--- src/rtl/jtdsp16_wsel.sv ---
// DSP16 register write dispatcher: in-order queue of register writes, each
// issued as a one-cycle strobe on a shared 16-bit bus once its target is idle.
module jtdsp16_wsel #(
  parameter int DEPTH = 2
) (
  input  logic        clk,
  input  logic        rst,
  input  logic        cen,
  input  logic        w_valid,
  output logic        w_ready,
  input  logic [2:0]  wsel,
  input  logic [15:0] wdata,
  input  logic        busy_yaau,
  input  logic        busy_xaau,
  input  logic        busy_dau,
  input  logic        busy_if,
  output logic        we_yaau,
  output logic        we_xaau,
  output logic        we_dau,
  output logic        we_if,
  output logic [15:0] wbus,
  output logic [3:0]  pending
);

  localparam int PW = (DEPTH > 2) ? 2 : 1;
  localparam int CW = PW + 1;
  localparam logic [CW-1:0] DEPTH_C = CW'(DEPTH);

  logic [1:0]    tgt_q [DEPTH];
  logic [1:0]    tgt_d [DEPTH];
  logic [15:0]   dat_q [DEPTH];
  logic [15:0]   dat_d [DEPTH];
  logic [PW-1:0] rd_q, rd_d, wr_q, wr_d;
  logic [CW-1:0] cnt_q, cnt_d;
  logic [3:0]    we_q, we_d;
  logic [15:0]   wbus_q, wbus_d;

  logic [3:0]    busy;
  logic [1:0]    head_tgt;
  logic          push, pop;
  logic [PW-1:0] off;
  logic [3:0]    pend_v;

  always_comb begin
    busy     = {busy_if, busy_dau, busy_xaau, busy_yaau};
    head_tgt = tgt_q[rd_q];
    w_ready  = !rst && (cnt_q < DEPTH_C);
    push     = cen && w_valid && w_ready;
    // Only the head's own busy matters; younger entries wait behind it.
    pop      = cen && (cnt_q != '0) && !busy[head_tgt];

    tgt_d  = tgt_q;
    dat_d  = dat_q;
    rd_d   = rd_q;
    wr_d   = wr_q;
    cnt_d  = cnt_q;
    we_d   = we_q;
    wbus_d = wbus_q;

    if (push) begin
      tgt_d[wr_q] = (wsel > 3'd2) ? 2'd3 : wsel[1:0];
      dat_d[wr_q] = wdata;
      wr_d        = wr_q + PW'(1);
    end
    if (pop) rd_d = rd_q + PW'(1);

    case ({push, pop})
      2'b10:   cnt_d = cnt_q + CW'(1);
      2'b01:   cnt_d = cnt_q - CW'(1);
      default: cnt_d = cnt_q;
    endcase

    if (cen) begin
      we_d = pop ? (4'b0001 << head_tgt) : 4'b0000;
      if (pop) wbus_d = dat_q[rd_q];
    end
  end

  // An entry is live when its distance from the read pointer is below count.
  always_comb begin
    pend_v = we_q;
    off    = '0;
    for (int i = 0; i < DEPTH; i++) begin
      off = PW'(i) - rd_q;
      if ({1'b0, off} < cnt_q) pend_v[tgt_q[i]] = 1'b1;
    end
  end

  always_ff @(posedge clk) begin
    if (rst) begin
      for (int i = 0; i < DEPTH; i++) begin
        tgt_q[i] <= '0;
        dat_q[i] <= '0;
      end
      rd_q   <= '0;
      wr_q   <= '0;
      cnt_q  <= '0;
      we_q   <= '0;
      wbus_q <= '0;
    end else begin
      tgt_q  <= tgt_d;
      dat_q  <= dat_d;
      rd_q   <= rd_d;
      wr_q   <= wr_d;
      cnt_q  <= cnt_d;
      we_q   <= we_d;
      wbus_q <= wbus_d;
    end
  end

  assign we_yaau = we_q[0];
  assign we_xaau = we_q[1];
  assign we_dau  = we_q[2];
  assign we_if   = we_q[3];
  assign wbus    = wbus_q;
  assign pending = pend_v;

endmodule

--- config.mk ---
export PLATFORM = sky130hd
export DESIGN_NAME = jtdsp16_wsel
export DESIGN_NICKNAME = d
export VERILOG_FILES = /design/src/rtl/jtdsp16_wsel.sv
export SDC_FILE = /design/constraint.sdc
export NUM_CORES = 1
export LEC_CHECK = 0
export CELL_PAD_IN_SITES_DETAIL_PLACEMENT = 1
export CELL_PAD_IN_SITES_GLOBAL_PLACEMENT = 2
export CORE_UTILIZATION = 33
export DETAILED_ROUTE_END_ITERATION = 10
export GPL_TIMING_DRIVEN = 0
export MAX_ROUTING_LAYER = met4
export PLACE_DENSITY_LB_ADDON = 0.12
export SKIP_CTS_REPAIR_TIMING = 1
export SLEW_MARGIN = 20
export SYNTH_ARGS = -nofsm -noshare
export SYNTH_HDL_FRONTEND = slang
export SYNTH_SLANG_ARGS = --single-unit
--- constraint.sdc ---
create_clock -name clk -period 5.8 [get_ports clk]
set_input_delay 0.87 -clock clk [delete_from_list [all_inputs] [get_ports clk]]
set_output_delay 0.87 -clock clk [all_outputs]
set_load 0.02 [all_outputs]
After elaboration in Yosys (flattened, before gate mapping):

Index checks and enable logic that the tools add are counted.

* bits in registers: 60
* bits of input ports: 27
* output and inout port bits: 25

* add/subtract/negate cells: 6
* $lt $le $gt $ge: 12
* eq/ne operators: 2
* shift-type cells: 1
* muxes and demuxes: 23
* bitwise operators: 4
* reductions and logical operators: 13

Operator list (count)
* 2-to-1 mux 16 bit: 4
* bitwise mux 32 bit: 1
* demux 16 bit (select 1 bit): 1
* 2-to-1 mux 4 bit: 3
* 2-to-1 mux 2 bit: 5
* < comparator 2 x 3 -> 1 bit, second input constant: 3
* logical AND 1 bit: 8
* bitwise OR 4 bit: 2
* bitwise mux 4 bit: 1
* demux 1 bit (select 2 bit): 2
* greater-or-equal comparator 2 x 1 -> 1 bit, second input constant: 2
* greater-or-equal comparator 2 bit, second input constant: 2
* < comparator 1 x 2 -> 1 bit: 2
* inverter 1 -> 2 bit: 2
* one-hot mux 2 bit (2 select lines): 1
* nonzero test 2 bit: 2
* left shift 1 x 2 -> 4 bit, first input constant: 1
* > comparator 3 x 2 -> 1 bit, second input constant: 1
* 2-to-1 mux 1 bit: 3
* adder 1 bit, second input constant: 2
* adder 2 x 1 -> 2 bit, second input constant: 1
* binary-select mux 1 bit (select 2 bit): 1
* demux 2 bit (select 1 bit): 1
* equality test 2 x 1 -> 1 bit, second input constant: 1
* 7 further kinds: 9

Depth between registers and ports, before layout:

Gate-level depths: netlist of the first run.

* depth after elaboration: 10
* depth in mapped cells: 11
* depth with buffers taken out: 7

Worst setup path after synthesis of the first run:

Ideal clock, no wire load.

* path kind: input -> register
* start point: input cen
* end point: register cnt_q[1]
* library setup time: 0.070 ns
* arrival: 2.724 ns
* data required time: 5.730 ns
* slack: 3.006 ns
* stages on the path: 8
* buffers on the path: 2
* cells stage by stage: o21ai_0 > a311oi_2 > and4_1 > buf_6 > buf_6 > ha_1 > or3_1 > a21oi_1

* word-level cells in the longest chain between the ends: 4

Ends and longest elaborated chain
* from (decl): RTL line 8 `input logic cen,`
* logical AND 1 bit (*) (2 in series): RTL line 50 `pop = cen && (cnt_q != '0) && !busy[head_tgt];`
* named net pop: RTL line 40 `logic push, pop;`
* equality test 2 x 1 -> 1 bit or equality test 2 bit (tied branches): RTL line 67 `case ({push, pop})`
* one-hot mux 2 bit (2 select lines) or nonzero test 2 bit (tied branches)
* to (signal assigned): RTL line 105 `cnt_q <= cnt_d;`
* to (decl): RTL line 34 `logic [CW-1:0] cnt_q, cnt_d;`

The timed path passes the listed nets; every way through them passes the cells marked *.
A chain may end at the register's enable or synchronous reset.

Final worst setup path of the first run:

Ends and elaborated chain as after synthesis.

==> flow_metrics.tcl, run 1 <==
set metrics [dict create \
    peakVddDrop_v 0.000172 \
    hp-class "reg2reg" \
    critPathLaunch "cen" \
    period_share_pct 57.6 \
    yosysWarnings 0 \
    r2r-end "cnt_q[1]" \
    crit_path_end "cnt_q[1]" \
    final_nets 397 \
    globalplace.congestion 0.779 \
    synth_top_family_by_area "compound AO/OA/AOI/OAI gates" \
    rr_worst_depth 8 \
    synth-seq-area-share_pct 44.9 \
    place_ws_ns 2.11 \
    grt_max_degree 12 \
    gr-usage-all-layers_pct 20.6 \
    min_from "dat_q[16]" \
    worst_slack_ns 2.46 \
    grt_setup_unrepaired "no" \
    drc 0 \
    synthAdderAreaFrac_pct 0.468 \
    drive_gt1_share_pct 11.0 \
    crit_type "in2reg" \
    tns_ns 0 \
    hpwl_mm 5.54 \
    htree_num_levels 3 \
    cts.sinks 60 \
    drt_iter0_markers 110 \
    grt_pass1_wl_mm 12.9 \
    synth_area_um2 2670 \
    clock_path_buffers 2 \
    tritoncts "built" \
    hold_viol 0 \
    p_per_area_nw_per_um2 272 \
    synth_compound_area_share_pct 23.9 \
    r2r_start "tgt_q[1]" \
    stdcell_count 476 \
    syn_nets 336 \
    synth-simple-area-share_pct 17.0 \
    synth_cell_types 41 \
    ff2ff_setup_slack_ns 3.03 \
    ys_ff_latch 60 \
    slew_viol_final 0 \
    clk_latency_ns 0.34 \
    ioPinCount 52 \
    start_util_pct 34.4 \
    cts-buffers-inserted 9 \
    cts_root_buf "clkbuf_8" \
    vias 2471 \
    whs_ns 0.459 \
    synthXorXnorAreaFrac_pct 0.655 \
    syn2layout_area_growth_pct 31.0 \
    clk_pin_slew_worst_paths_ns 0.07 \
    die_x_um 92.0 \
    clock-skew-final_ns 0.00975 \
    period_minus_slack_ns 3.34 \
    synth.area.mux_share_pct 6.98 \
    worst_pin_slew_ns 0.780 \
    drv_cap 0 \
    diodes 0 \
    leakagePower_uw 0.00112 \
    crit_required_ns 6.06 \
    yosysTopAreaCell "dfxtp_1" \
    setup_viol 0 \
    detail_route.wl_per_cell_um 16.6 \
    dieArea_um2 8460 \
    avgSynthCellArea_um2 8.68 \
    crit_fanout 10 \
    grt_pass1_vias 2456 \
    end_kind "flop" \
    clock.fmax_mhz 300 \
    io_buffers 50 \
    fp-row-count 32 \
    crit_path_start_kind "primary input" \
    final_common_cell "nand2_1" \
    first_pass_iters 4 \
    synth_top_area_share_pct 44.9 \
    final_cell_mix "72 x nand2_1, 60 x dfxtp_1, 50 x clkdlybuf4s50_1, 36 x a21oi_1, 18 x clkbuf_1" \
    grt_antenna_before_repair 0 \
    final_util_pct 45.1 \
    antenna_left 0 \
    post-place-cells 460 \
    globalRoute.totalOverflow 0 \
    core_area_um2 7770 \
    die_h_um 92.0 \
    synth_area_leaders "dfxtp_1 45%, nand2_1 10%, a21oi_1 6.7%" \
    finalWirelength_mm 7.88 \
    arrival_ns 3.60 \
    syn-instance-count 308 \
    status "complete, no violations" \
    slew_headroom_pct 48.0 \
    via_per_inst 5.19 \
]
-- area by class of cell --
type | count | area (µm²)
multi-input cells | 214 | 1310
clock inverters | 6 | 63.8
repair buffers | 50 | 500
clock buffers | 10 | 138
well taps | 102 | 128
fillers | 931 | 4270
inverters | 5 | 18.8
plain buffers | 29 | 144
flip-flops and latches | 60 | 1200
-- worst min-delay path by stage --
stage,cells past startpoint,end,slack [ns]
floorplan,2,dat_q[16],0.44
global placement,2,dat_q[22],0.44
detailed placement,2,dat_q[16],0.45
CTS,2,dat_q[16],0.46
global route,2,dat_q[14],0.47
finish,2,dat_q[16],0.46
-- cell usage after synthesis (all sizes together) --
cell / count
nand2: 72
dfxtp: 60
a21oi: 36
a211oi: 20
clkbuf: 19
nor2: 17
a41oi: 16
mux2i: 16
buf: 10
inv: 5
a31oi: 4
o21ai: 4
nand3b: 3
a21bo: 2
a21o: 2
a32oi: 2
mux2: 2
nand3: 2
a221o: 1
a311oi: 1
and3b: 1
and4: 1
ha: 1
nand2b: 1
nand4: 1
nand4b: 1
nand4bb: 1
nor3b: 1
nor4b: 1
or2: 1
or3: 1
or3b: 1
xnor2: 1
xor2: 1
-- power breakdown --
| part | switching [µW] | internal [µW] | total [µW] | leakage, µW |
|---|---|---|---|---|
| registers | 8.87 | 426 | 435 | 0.000486 |
| logic | 71.8 | 62.3 | 134 | 0.000539 |
| clock network | 176 | 209 | 385 | 0.0000983 |
-- per-stage QoR --
| stage | instance area [µm²] | power, µW |
|---|---|---|
| final | 3500 | 954 |
| after global routing | 3500 | 994 |
| after CTS | 3500 | 963 |
| after detailed placement | 3300 | 580 |
| after global placement | 3300 | 578 |
| after floorplan | 2670 | 520 |
-- flip-flops by register name, summed over array words and instances, names as in the netlist --
signal / flops
cnt_q: 2
dat_q: 32
wbus: 16
wr_q: 1
tgt_q: 4
we_q: 4
rd_q: 1
-- critical path: stages --
cell and delay [ns]:
clkdlybuf4s50_1 0.52, o21ai_0 0.16, a311oi_2 0.64, and4_1 0.31
buf_6 0.15, buf_6 0.18, ha_1 0.28, or3_1 0.35
a21oi_1 0.14
-- routing by layer --
layer | vias up | routed length, µm | global-route usage (%)
met5 | - | 0 | -
met4 | 0 | 98 | 6.64
met3 | 9 | 253 | 2.99
met2 | 51 | 3650 | 32.6
met1 | 1199 | 3880 | 27.1
li1 | 1212 | - | -
-- kinds of logic (layout without fill, tap and decap cells) --
kind of cell,after synthesis,count (layout)
muxes,18,18
DFF,60,60
buffers and inverters,34,100
xor gates and xnor gates,2,2
adders and majority gates,1,1
and+or+nand+nor,105,105
AOI/OAI and AO/OA,88,88
No activity file was read; power rests on OpenSTA's default activity.
==> run 2, diff against run 1 <==
CORE_UTILIZATION = 30   (was 33)
clock period = 3.2 ns   (was 5.8 ns; I/O delays follow)
==> flow_metrics.tcl, run 2 (synthesis results as in run 1) <==
set metrics [dict create \
    period_share_pct 92.1 \
    globalplace.congestion 0.764 \
    comb_power_share_pct 14.1 \
    p_int_uw 1270 \
    final_common_cell "nand2_1" \
    cts.sinks 60 \
    worst_slack_ns 0.252 \
    cts_root_buf "clkbuf_8" \
    hold_path_depth 2 \
    diodes 0 \
    htree_num_levels 3 \
    grt_pass1_vias 2377 \
    largest_register_ffs 32 \
    core_area_um2 8680 \
    drv_cap 0 \
    die_h_um 96.4 \
    power_uw 1710 \
    hpwl_mm 5.75 \
    detail_route.wl_per_cell_um 16.4 \
    ioPinCount 52 \
    final_nets 397 \
    rr_worst_depth 8 \
    gr-usage-all-layers_pct 18.8 \
    swShare_pct 26.0 \
    regMostFlops "dat_q" \
    crit_type "in2reg" \
    grt_setup_unrepaired "no" \
    clock.fmax_mhz 339 \
    hp-class "reg2reg" \
    final_cell_mix "72 x nand2_1, 60 x dfxtp_1, 50 x clkdlybuf4s50_1, 36 x a21oi_1, 20 x clkbuf_1" \
    crit_fanout 10 \
    fp-row-count 34 \
    dieArea_um2 9290 \
    leakagePower_uw 0.00112 \
    slew_headroom_pct 45.4 \
    via_per_inst 5.02 \
    first_pass_iters 4 \
    grt_max_degree 11 \
    status "complete, no violations" \
    arrival_ns 3.22 \
    setup_viol 0 \
    place_area_um2 3310 \
    antenna_left 0 \
    vias 2422 \
    slew_viol_final 0 \
    clkPwrFrac_pct 39.7 \
    finalWirelength_mm 7.93 \
    peakVddDrop_v 0.000241 \
    drive_gt1_share_pct 10.4 \
    worst_pin_slew_ns 0.820 \
    crit_required_ns 3.47 \
    clk_latency_ns 0.34 \
    final_area_um2 3500 \
    hold_viol 0 \
    globalRoute.totalOverflow 0 \
    cts-buffers-inserted 9 \
    end_kind "flop" \
    seqPwrFrac_pct 46.2 \
    p_switching_uw 444 \
    io_buffers 50 \
    period_minus_slack_ns 2.95 \
    grt_pass1_wl_mm 12.5 \
    die_x_um 96.4 \
    crit_path_start_kind "primary input" \
    p_per_area_nw_per_um2 488 \
    syn2layout_area_growth_pct 31.0 \
    clock-skew-final_ns 0.0137 \
    grt_antenna_before_repair 0 \
    place_ws_ns -0.0941 \
    start_util_pct 30.8 \
    drt_iter0_markers 57 \
    clock_path_buffers 2 \
    tritoncts "built" \
    clk_pin_slew_worst_paths_ns 0.07 \
    drc 0 \
]
## run 2: worst paths after layout
path / slack (ns) / endpoint / from
min reg2reg: 0.46 / dat_q[30] / dat_q[30]
min: 0.46 / dat_q[30] / dat_q[30]
max reg2reg: 0.42 / cnt_q[1] / tgt_q[1]
max: 0.25 / cnt_q[1] / cen
## run 2: worst max-delay path, stage by stage
cell             delay [ns]
clkdlybuf4s50_1        0.51
o21ai_0                0.16
a311oi_2               0.67
and4_1                 0.32
buf_6                  0.14
buf_6                  0.17
ha_1                   0.28
or3_1                  0.35
a21oi_1                0.14
## run 2: power groups by stage
stage	clock network (µW)	logic, µW	registers (µW)
2_1_floorplan	0	125	818
4_1_cts	699	245	790
3_3_place_gp	0	242	806
6_report	679	242	790
3_5_place_dp	0	244	807
5_1_grt	734	265	792
## run 2: layout make-up
cell class / count / area (µm²)
fill: 1054 / 5180
multi-input combinational: 214 / 1310
sequential: 60 / 1200
timing repair buffer: 50 / 500
clock buffer: 12 / 145
buffer: 29 / 144
tap: 108 / 135
clock inverter: 4 / 48.8
inverter: 5 / 18.8
## run 2: routing by layer
metal	wire length, µm	vias to the layer above	GRT usage, %
met4	76	0	6.99
met2	3610	38	28.5
li1	-	1221	-
met5	0	-	-
met1	4030	1156	25.2
met3	215	7	2.90
## run 2: per-stage QoR
| step | setup TNS (ns) | util (%) | hold WS (ns) | cells |
|---|---|---|---|---|
| 3_3_place_gp | -0.0857 | 38.1 | 0.441 | 466 |
| 4_1_cts | 0 | 40.4 | 0.457 | 482 |
| 6_report | 0 | 40.4 | 0.456 | 482 |
| 3_5_place_dp | -0.0941 | 38.1 | 0.448 | 466 |
| 2_1_floorplan | 0 | - | 0.436 | 308 |
| 5_1_grt | 0 | 40.4 | 0.478 | 482 |
